**config.mk**
```make
export PLATFORM = sky130hd
export DESIGN_NAME = fp_add_normalize
export DESIGN_NICKNAME = d
export VERILOG_FILES = /design/src/rtl/fp_add_pkg.sv /design/src/rtl/fp_lzc.sv /design/src/rtl/fp_add_normalize.sv
export SDC_FILE = /design/constraint.sdc
export NUM_CORES = 1
export LEC_CHECK = 0
export BUFFER_PORTS_ARGS = -buffer_cell sky130_fd_sc_hd__buf_2
export CAP_MARGIN = 0
export CORE_MARGIN = 4
export CORE_UTILIZATION = 43
export DETAILED_ROUTE_END_ITERATION = 8
export GPL_TIMING_DRIVEN = 0
export SLEW_MARGIN = 20
export SYNTH_ARGS = -nofsm -noshare
export SYNTH_HDL_FRONTEND = slang
export SYNTH_SLANG_ARGS = --single-unit
```
**constraint.sdc**
```tcl
create_clock -name clk -period 6.1 [get_ports clk]
set_clock_uncertainty 0.1 [all_clocks]
set_input_delay 0.61 -clock clk [delete_from_list [all_inputs] [get_ports clk]]
set_output_delay 0.61 -clock clk [all_outputs]
set_load 0.1 [all_outputs]
```
**src/rtl/fp_add_pkg.sv**
```systemverilog
// +--------------------------------------------------------------------+
// | fp_add_pkg: widths, limits and result flags shared by FP add stages |
// | Rev 1.0                                                            |
// +--------------------------------------------------------------------+
`default_nettype none

package fp_add_pkg;

  localparam int MANT_W_DEF = 16;
  localparam int EXP_W_DEF  = 8;

  localparam logic [EXP_W_DEF-1:0] EXP_MAX = '1;

  // Shared with the final pack stage, keep field order stable.
  typedef struct packed {
    logic zero;
    logic ovf;
    logic unf;
  } fp_flags_t;

endpackage

`default_nettype wire

```
**src/rtl/fp_lzc.sv**
```systemverilog
// +--------------------------------------------------------------------+
// | fp_lzc: combinational leading-zero counter, returns W for all-zero |
// | Rev 1.0                                                            |
// +--------------------------------------------------------------------+
`default_nettype none

module fp_lzc #(
  parameter int W     = 16,
  parameter int CNT_W = $clog2(W + 1)
) (
  input  logic [W-1:0]     in_vec,
  output logic [CNT_W-1:0] count
);

  // Ascending scan: the highest set bit is the last to write the count.
  always_comb begin
    count = CNT_W'(W);
    for (int i = 0; i < W; i++) begin
      if (in_vec[i]) count = CNT_W'(W - 1 - i);
    end
  end

endmodule

`default_nettype wire

```
**src/rtl/fp_add_normalize.sv**
```systemverilog
// +--------------------------------------------------------------------+
// | fp_add_normalize: two-stage post-add normalization with valid/ready |
// | Rev 1.0                                                            |
// +--------------------------------------------------------------------+
`default_nettype none

module fp_add_normalize
  import fp_add_pkg::*;
#(
  parameter int MANT_W = MANT_W_DEF,
  parameter int EXP_W  = EXP_W_DEF
) (
  input  logic              clk,
  input  logic              rst_n,
  input  logic              in_valid,
  output logic              in_ready,
  input  logic [MANT_W-1:0] in_sum,
  input  logic              in_cout,
  input  logic [EXP_W-1:0]  in_exp,
  input  logic              in_sign,
  output logic              out_valid,
  input  logic              out_ready,
  output logic [MANT_W-1:0] out_mant,
  output logic [EXP_W-1:0]  out_exp,
  output logic              out_sign,
  output logic              out_zero,
  output logic              out_ovf,
  output logic              out_unf
);

  localparam int LZ_W = $clog2(MANT_W + 1);
  localparam logic [EXP_W:0] EXP_ALL = {1'b0, {EXP_W{1'b1}}};

  logic              s2_load;
  logic [LZ_W-1:0]   in_lz;

  logic              s1_valid_d, s1_valid_q;
  logic [MANT_W-1:0] s1_sum_d,   s1_sum_q;
  logic              s1_cout_d,  s1_cout_q;
  logic [EXP_W-1:0]  s1_exp_d,   s1_exp_q;
  logic              s1_sign_d,  s1_sign_q;
  logic [LZ_W-1:0]   s1_lz_d,    s1_lz_q;

  logic              out_valid_d, out_valid_q;
  logic [MANT_W-1:0] out_mant_d,  out_mant_q;
  logic [EXP_W-1:0]  out_exp_d,   out_exp_q;
  logic              out_sign_d,  out_sign_q;
  fp_flags_t         flags_d,     flags_q;

  logic [EXP_W:0]    exp_inc;
  logic [EXP_W:0]    exp_sub;

  fp_lzc #(.W(MANT_W), .CNT_W(LZ_W)) u_lzc (
    .in_vec (in_sum),
    .count  (in_lz)
  );

  assign s2_load  = !out_valid_q || out_ready;
  assign in_ready = !s1_valid_q || s2_load;

  always_comb begin
    s1_valid_d = s1_valid_q;
    s1_sum_d   = s1_sum_q;
    s1_cout_d  = s1_cout_q;
    s1_exp_d   = s1_exp_q;
    s1_sign_d  = s1_sign_q;
    s1_lz_d    = s1_lz_q;
    if (in_ready) begin
      s1_valid_d = in_valid;
      if (in_valid) begin
        s1_sum_d  = in_sum;
        s1_cout_d = in_cout;
        s1_exp_d  = in_exp;
        s1_sign_d = in_sign;
        s1_lz_d   = in_lz;
      end
    end
  end

  // One extra exponent bit so neither the increment nor the subtract wraps.
  assign exp_inc = {1'b0, s1_exp_q} + {{EXP_W{1'b0}}, 1'b1};
  assign exp_sub = {1'b0, s1_exp_q} - {{(EXP_W + 1 - LZ_W){1'b0}}, s1_lz_q};

  always_comb begin
    out_valid_d = out_valid_q;
    out_mant_d  = out_mant_q;
    out_exp_d   = out_exp_q;
    out_sign_d  = out_sign_q;
    flags_d     = flags_q;
    if (s2_load) begin
      out_valid_d = s1_valid_q;
      if (s1_valid_q) begin
        out_sign_d = s1_sign_q;
        flags_d    = '0;
        if (s1_cout_q) begin
          if (exp_inc >= EXP_ALL) begin
            flags_d.ovf = 1'b1;
            out_exp_d   = '1;
            out_mant_d  = '0;
          end else begin
            out_exp_d  = exp_inc[EXP_W-1:0];
            out_mant_d = {1'b1, s1_sum_q[MANT_W-1:1]};
          end
        end else if (s1_sum_q == '0) begin
          flags_d.zero = 1'b1;
          out_exp_d    = '0;
          out_mant_d   = '0;
        end else if (exp_sub[EXP_W] || (exp_sub == '0)) begin
          // exp <= lz: the result cannot be represented, flush to zero.
          flags_d.unf  = 1'b1;
          flags_d.zero = 1'b1;
          out_exp_d    = '0;
          out_mant_d   = '0;
        end else begin
          out_exp_d  = exp_sub[EXP_W-1:0];
          out_mant_d = s1_sum_q << s1_lz_q;
        end
      end
    end
  end

  always_ff @(posedge clk or negedge rst_n) begin
    if (!rst_n) begin
      s1_valid_q  <= 1'b0;
      s1_sum_q    <= '0;
      s1_cout_q   <= 1'b0;
      s1_exp_q    <= '0;
      s1_sign_q   <= 1'b0;
      s1_lz_q     <= '0;
      out_valid_q <= 1'b0;
      out_mant_q  <= '0;
      out_exp_q   <= '0;
      out_sign_q  <= 1'b0;
      flags_q     <= '0;
    end else begin
      s1_valid_q  <= s1_valid_d;
      s1_sum_q    <= s1_sum_d;
      s1_cout_q   <= s1_cout_d;
      s1_exp_q    <= s1_exp_d;
      s1_sign_q   <= s1_sign_d;
      s1_lz_q     <= s1_lz_d;
      out_valid_q <= out_valid_d;
      out_mant_q  <= out_mant_d;
      out_exp_q   <= out_exp_d;
      out_sign_q  <= out_sign_d;
      flags_q     <= flags_d;
    end
  end

  assign out_valid = out_valid_q;
  assign out_mant  = out_mant_q;
  assign out_exp   = out_exp_q;
  assign out_sign  = out_sign_q;
  assign out_zero  = flags_q.zero;
  assign out_ovf   = flags_q.ovf;
  assign out_unf   = flags_q.unf;

  // The package limit must agree with the local one at default widths.
  if (EXP_W == EXP_W_DEF) begin : g_exp_max_chk
    if (EXP_ALL[EXP_W-1:0] != EXP_MAX) begin : g_exp_max_bad
      $error("EXP_MAX mismatch");
    end
  end

endmodule

`default_nettype wire

```
==> impl_metrics.tcl <==
set metrics [dict create \
    wl_met2_um 4690 \
    grt-ovfl-total 0 \
    portBuffers 59 \
    ys_ff_latch 61 \
    dp_hpwl_um 8620 \
    maxSlewViolCount 0 \
    holdBufCountCts 0 \
    ir_drop_uv 152 \
    dp_cells 635 \
    die_w_um 105 \
    synthArstFlopShare_pct 100 \
    syn_inst 465 \
    critPathMaxFanout 11 \
    critPathArrivalTime_ps 3110 \
    synth_warnings 0 \
    final_cell_mix "nand2_1 (117), buf_2 (64), dfrtp_1 (61), nor2_1 (25), nand3_1 (22)" \
    gp_congestion 0.950 \
    p_leak_nw 2.19 \
    root_buffer "clkbuf_8" \
    cts_max_level 3 \
    critical_path_class "register to register" \
    vias 3666 \
    timing.hold.worst.class "input pin to async pin" \
    cts_sinks 61 \
    grt_pass1_vias 3671 \
    fin_cells 650 \
    syn_avg_cell_area_sq_um 8.73 \
    wl_per_cell_um 17.4 \
    setup_ws_ps 3110 \
    ys_seq_area_share_pct 37.6 \
    numCtsBuffers 9 \
    synth_edf_count 0 \
    first_iter_violations 149 \
    fin_crit_ps 2990 \
    timing.final.crit_share_pct 49.0 \
    fmax_mhz 335 \
    num-nets-final 573 \
    met1Wirelength_um 5550 \
    syn_area_sq_um 4060 \
    cts_buffer_depth 2 \
    io_pins 60 \
    post_cts_buffers 0 \
    routed_wl_um 11300 \
    tns_ps 0 \
    core_sq_um 9200 \
    setup_violations 0 \
    drive_gt1_share_pct 22.3 \
    dr.pass1.iters 4 \
    grt_max_degree 62 \
    clkTransAtPathRegs_ps 70 \
    area_growth_pct 15.2 \
    pre_cts_ws_ps 3130 \
    met3WireLength_um 736 \
    worst_pin_slew_ps 764 \
    diodes 0 \
    drc_errors 0 \
    post_cts_resized 0 \
    insertion_delay_ps 340 \
    synth-main-ff-cell "dfrtp_1" \
    final_common_cell "nand2_1" \
    nFillCells 892 \
    power.total_mw 1.80 \
    synth_nets 503 \
    die_y_um 105 \
    rsz0062_at_grt "no" \
    startpoint_type "register" \
    relSlewSlack_pct 49.1 \
    synth_cell_types 66 \
    dr.max_layer_used "met4" \
    antenna_found_initial 0 \
    grt_usage_pct 21.4 \
    maxCapViolations 0 \
    cp.required_ps 6220 \
    cts_tree "yes" \
    grt_pass1_wl_um 18900 \
    outcome "complete, no violations" \
    power.density_nw_per_um2 385 \
    hold_viol 0 \
    row_count 35 \
    ant_nets 0 \
    initial_core_util_pct 44.2 \
    end_kind "register" \
    vias_per_cell 5.64 \
    design.die.area_sq_um 11100 \
]
-- path summary, 6_finish.rpt --
path	startpoint	to	slack [ps]	cells past startpoint
setup / recovery	s1_lz_q[1]$_DFFE_PN0P_	out_mant[3]$_DFFE_PN0P_	3110	11
hold / removal	rst_n	out_mant[12]$_DFFE_PN0P_	250	1
setup reg to reg	s1_lz_q[1]$_DFFE_PN0P_	out_mant[3]$_DFFE_PN0P_	3110	11
hold reg to reg	out_sign$_DFFE_PN0P_	out_sign$_DFFE_PN0P_	380	2
max in group asynchronous	rst_n	s1_exp_q[0]$_DFFE_PN0P_	5160	1
min in group clk	in_exp[1]	s1_exp_q[1]$_DFFE_PN0P_	350	3
-- cell usage after synthesis, types with 2 or more instances --
| cell | number | share of area (%) |
|---|---|---|
| a21boi_0 | 2 | 0.37 |
| o211ai_2 | 12 | 3.7 |
| a21o_1 | 5 | 0.92 |
| nor4_1 | 7 | 1.1 |
| nand3b_1 | 3 | 0.55 |
| mux4_2 | 7 | 3.9 |
| o21bai_1 | 3 | 0.55 |
| nand3_1 | 22 | 2.7 |
| buf_2 | 6 | 0.74 |
| nand2_1 | 117 | 11 |
| o211ai_1 | 6 | 1.1 |
| a21oi_1 | 16 | 2.0 |
| buf_4 | 4 | 0.74 |
| o22ai_1 | 7 | 1.1 |
| clkbuf_1 | 16 | 1.5 |
| nand2b_1 | 8 | 1.2 |
| inv_1 | 12 | 1.1 |
| mux2i_1 | 20 | 4.9 |
| and4b_1 | 2 | 0.49 |
| or3_1 | 3 | 0.46 |
| o31ai_1 | 3 | 0.55 |
| xnor2_1 | 7 | 1.5 |
| buf_6 | 2 | 0.55 |
| a31oi_1 | 4 | 0.62 |
| ha_1 | 7 | 2.2 |
| o21ai_0 | 19 | 2.3 |
| a211oi_1 | 5 | 0.92 |
| xor2_1 | 3 | 0.65 |
| a32o_1 | 3 | 0.74 |
| nor3_1 | 5 | 0.62 |
| a32oi_1 | 2 | 0.43 |
| nor2b_1 | 2 | 0.31 |
| and2_1 | 2 | 0.31 |
| nand4_1 | 6 | 0.92 |
| dfrtp_1 | 61 | 38 |
| o21ai_1 | 2 | 0.25 |
| nor2_1 | 25 | 2.3 |
-- through the flow --
| stage | area [sq um] | hold WS [ps] | utilization [%] |
|---|---|---|---|
| floorplan | 4060 | 214 | - |
| global placement | 4500 | 356 | 48.9 |
| detailed placement | 4500 | 361 | 48.9 |
| CTS | 4680 | 265 | 50.9 |
| global route | 4680 | 313 | 50.9 |
| finish | 4680 | 250 | 50.9 |
-- registers in the layout (all words and copies together), names as in the netlist --
signal      flops
out_exp         8
out_mant       16
out_ovf         1
out_sign        1
out_unf         1
out_valid       1
out_zero        1
s1_cout_q       1
s1_exp_q        8
s1_lz_q         5
s1_sign_q       1
s1_sum_q       16
s1_valid_q      1
-- worst max-delay path: stages, from the launching register on --
cell and delay (ps):
dfrtp_1 320, buf_2 210, inv_2 120, buf_2 250, fa_1 470, a211oi_2 290, o21bai_1 160, a32o_1 220
nand4bb_4 230, o21ai_4 200, buf_8 180, o211ai_2 100
-- power by group --
part,switching [mW],internal [mW]
clock network,0.163,0.184
registers,0.0693,0.482
logic,0.676,0.226
-- per-layer routing --
| layer | vias to the layer above | track usage [%] |
|---|---|---|
| met4 | 0 | 10.0 |
| li1 | 1797 | - |
| met5 | - | 0 |
| met2 | 121 | 30.1 |
| met1 | 1723 | 31.1 |
| met3 | 25 | 4.32 |
-- cell families (layout without fill, tap and decap cells) --
logic type / count (synthesis) / count (layout) / synth area share [%]
adders and majority gates: 8 / 8 / 2.65
muxes: 28 / 28 / 9.09
buffers and inverters: 43 / 117 / 5.18
DFF: 61 / 61 / 37.6
AOI/OAI and AO/OA: 101 / 101 / 18.5
and+or+nand+nor: 214 / 214 / 24.9
xor gates and xnor gates: 10 / 10 / 2.16
-- layout make-up --
cell class | instances | area [sq um] | area share [%]
sequential | 61 | 1530 | 32.6
buffer | 30 | 161 | 3.45
multi-input combinational | 361 | 2320 | 49.7
clock inverter | 5 | 52.6 | 1.12
clock buffer | 10 | 128 | 2.73
timing repair buffer | 59 | 298 | 6.37
inverter | 13 | 48.8 | 1.04
tap | 111 | 139 | 2.97
No activity file was read; power rests on OpenSTA's default activity.
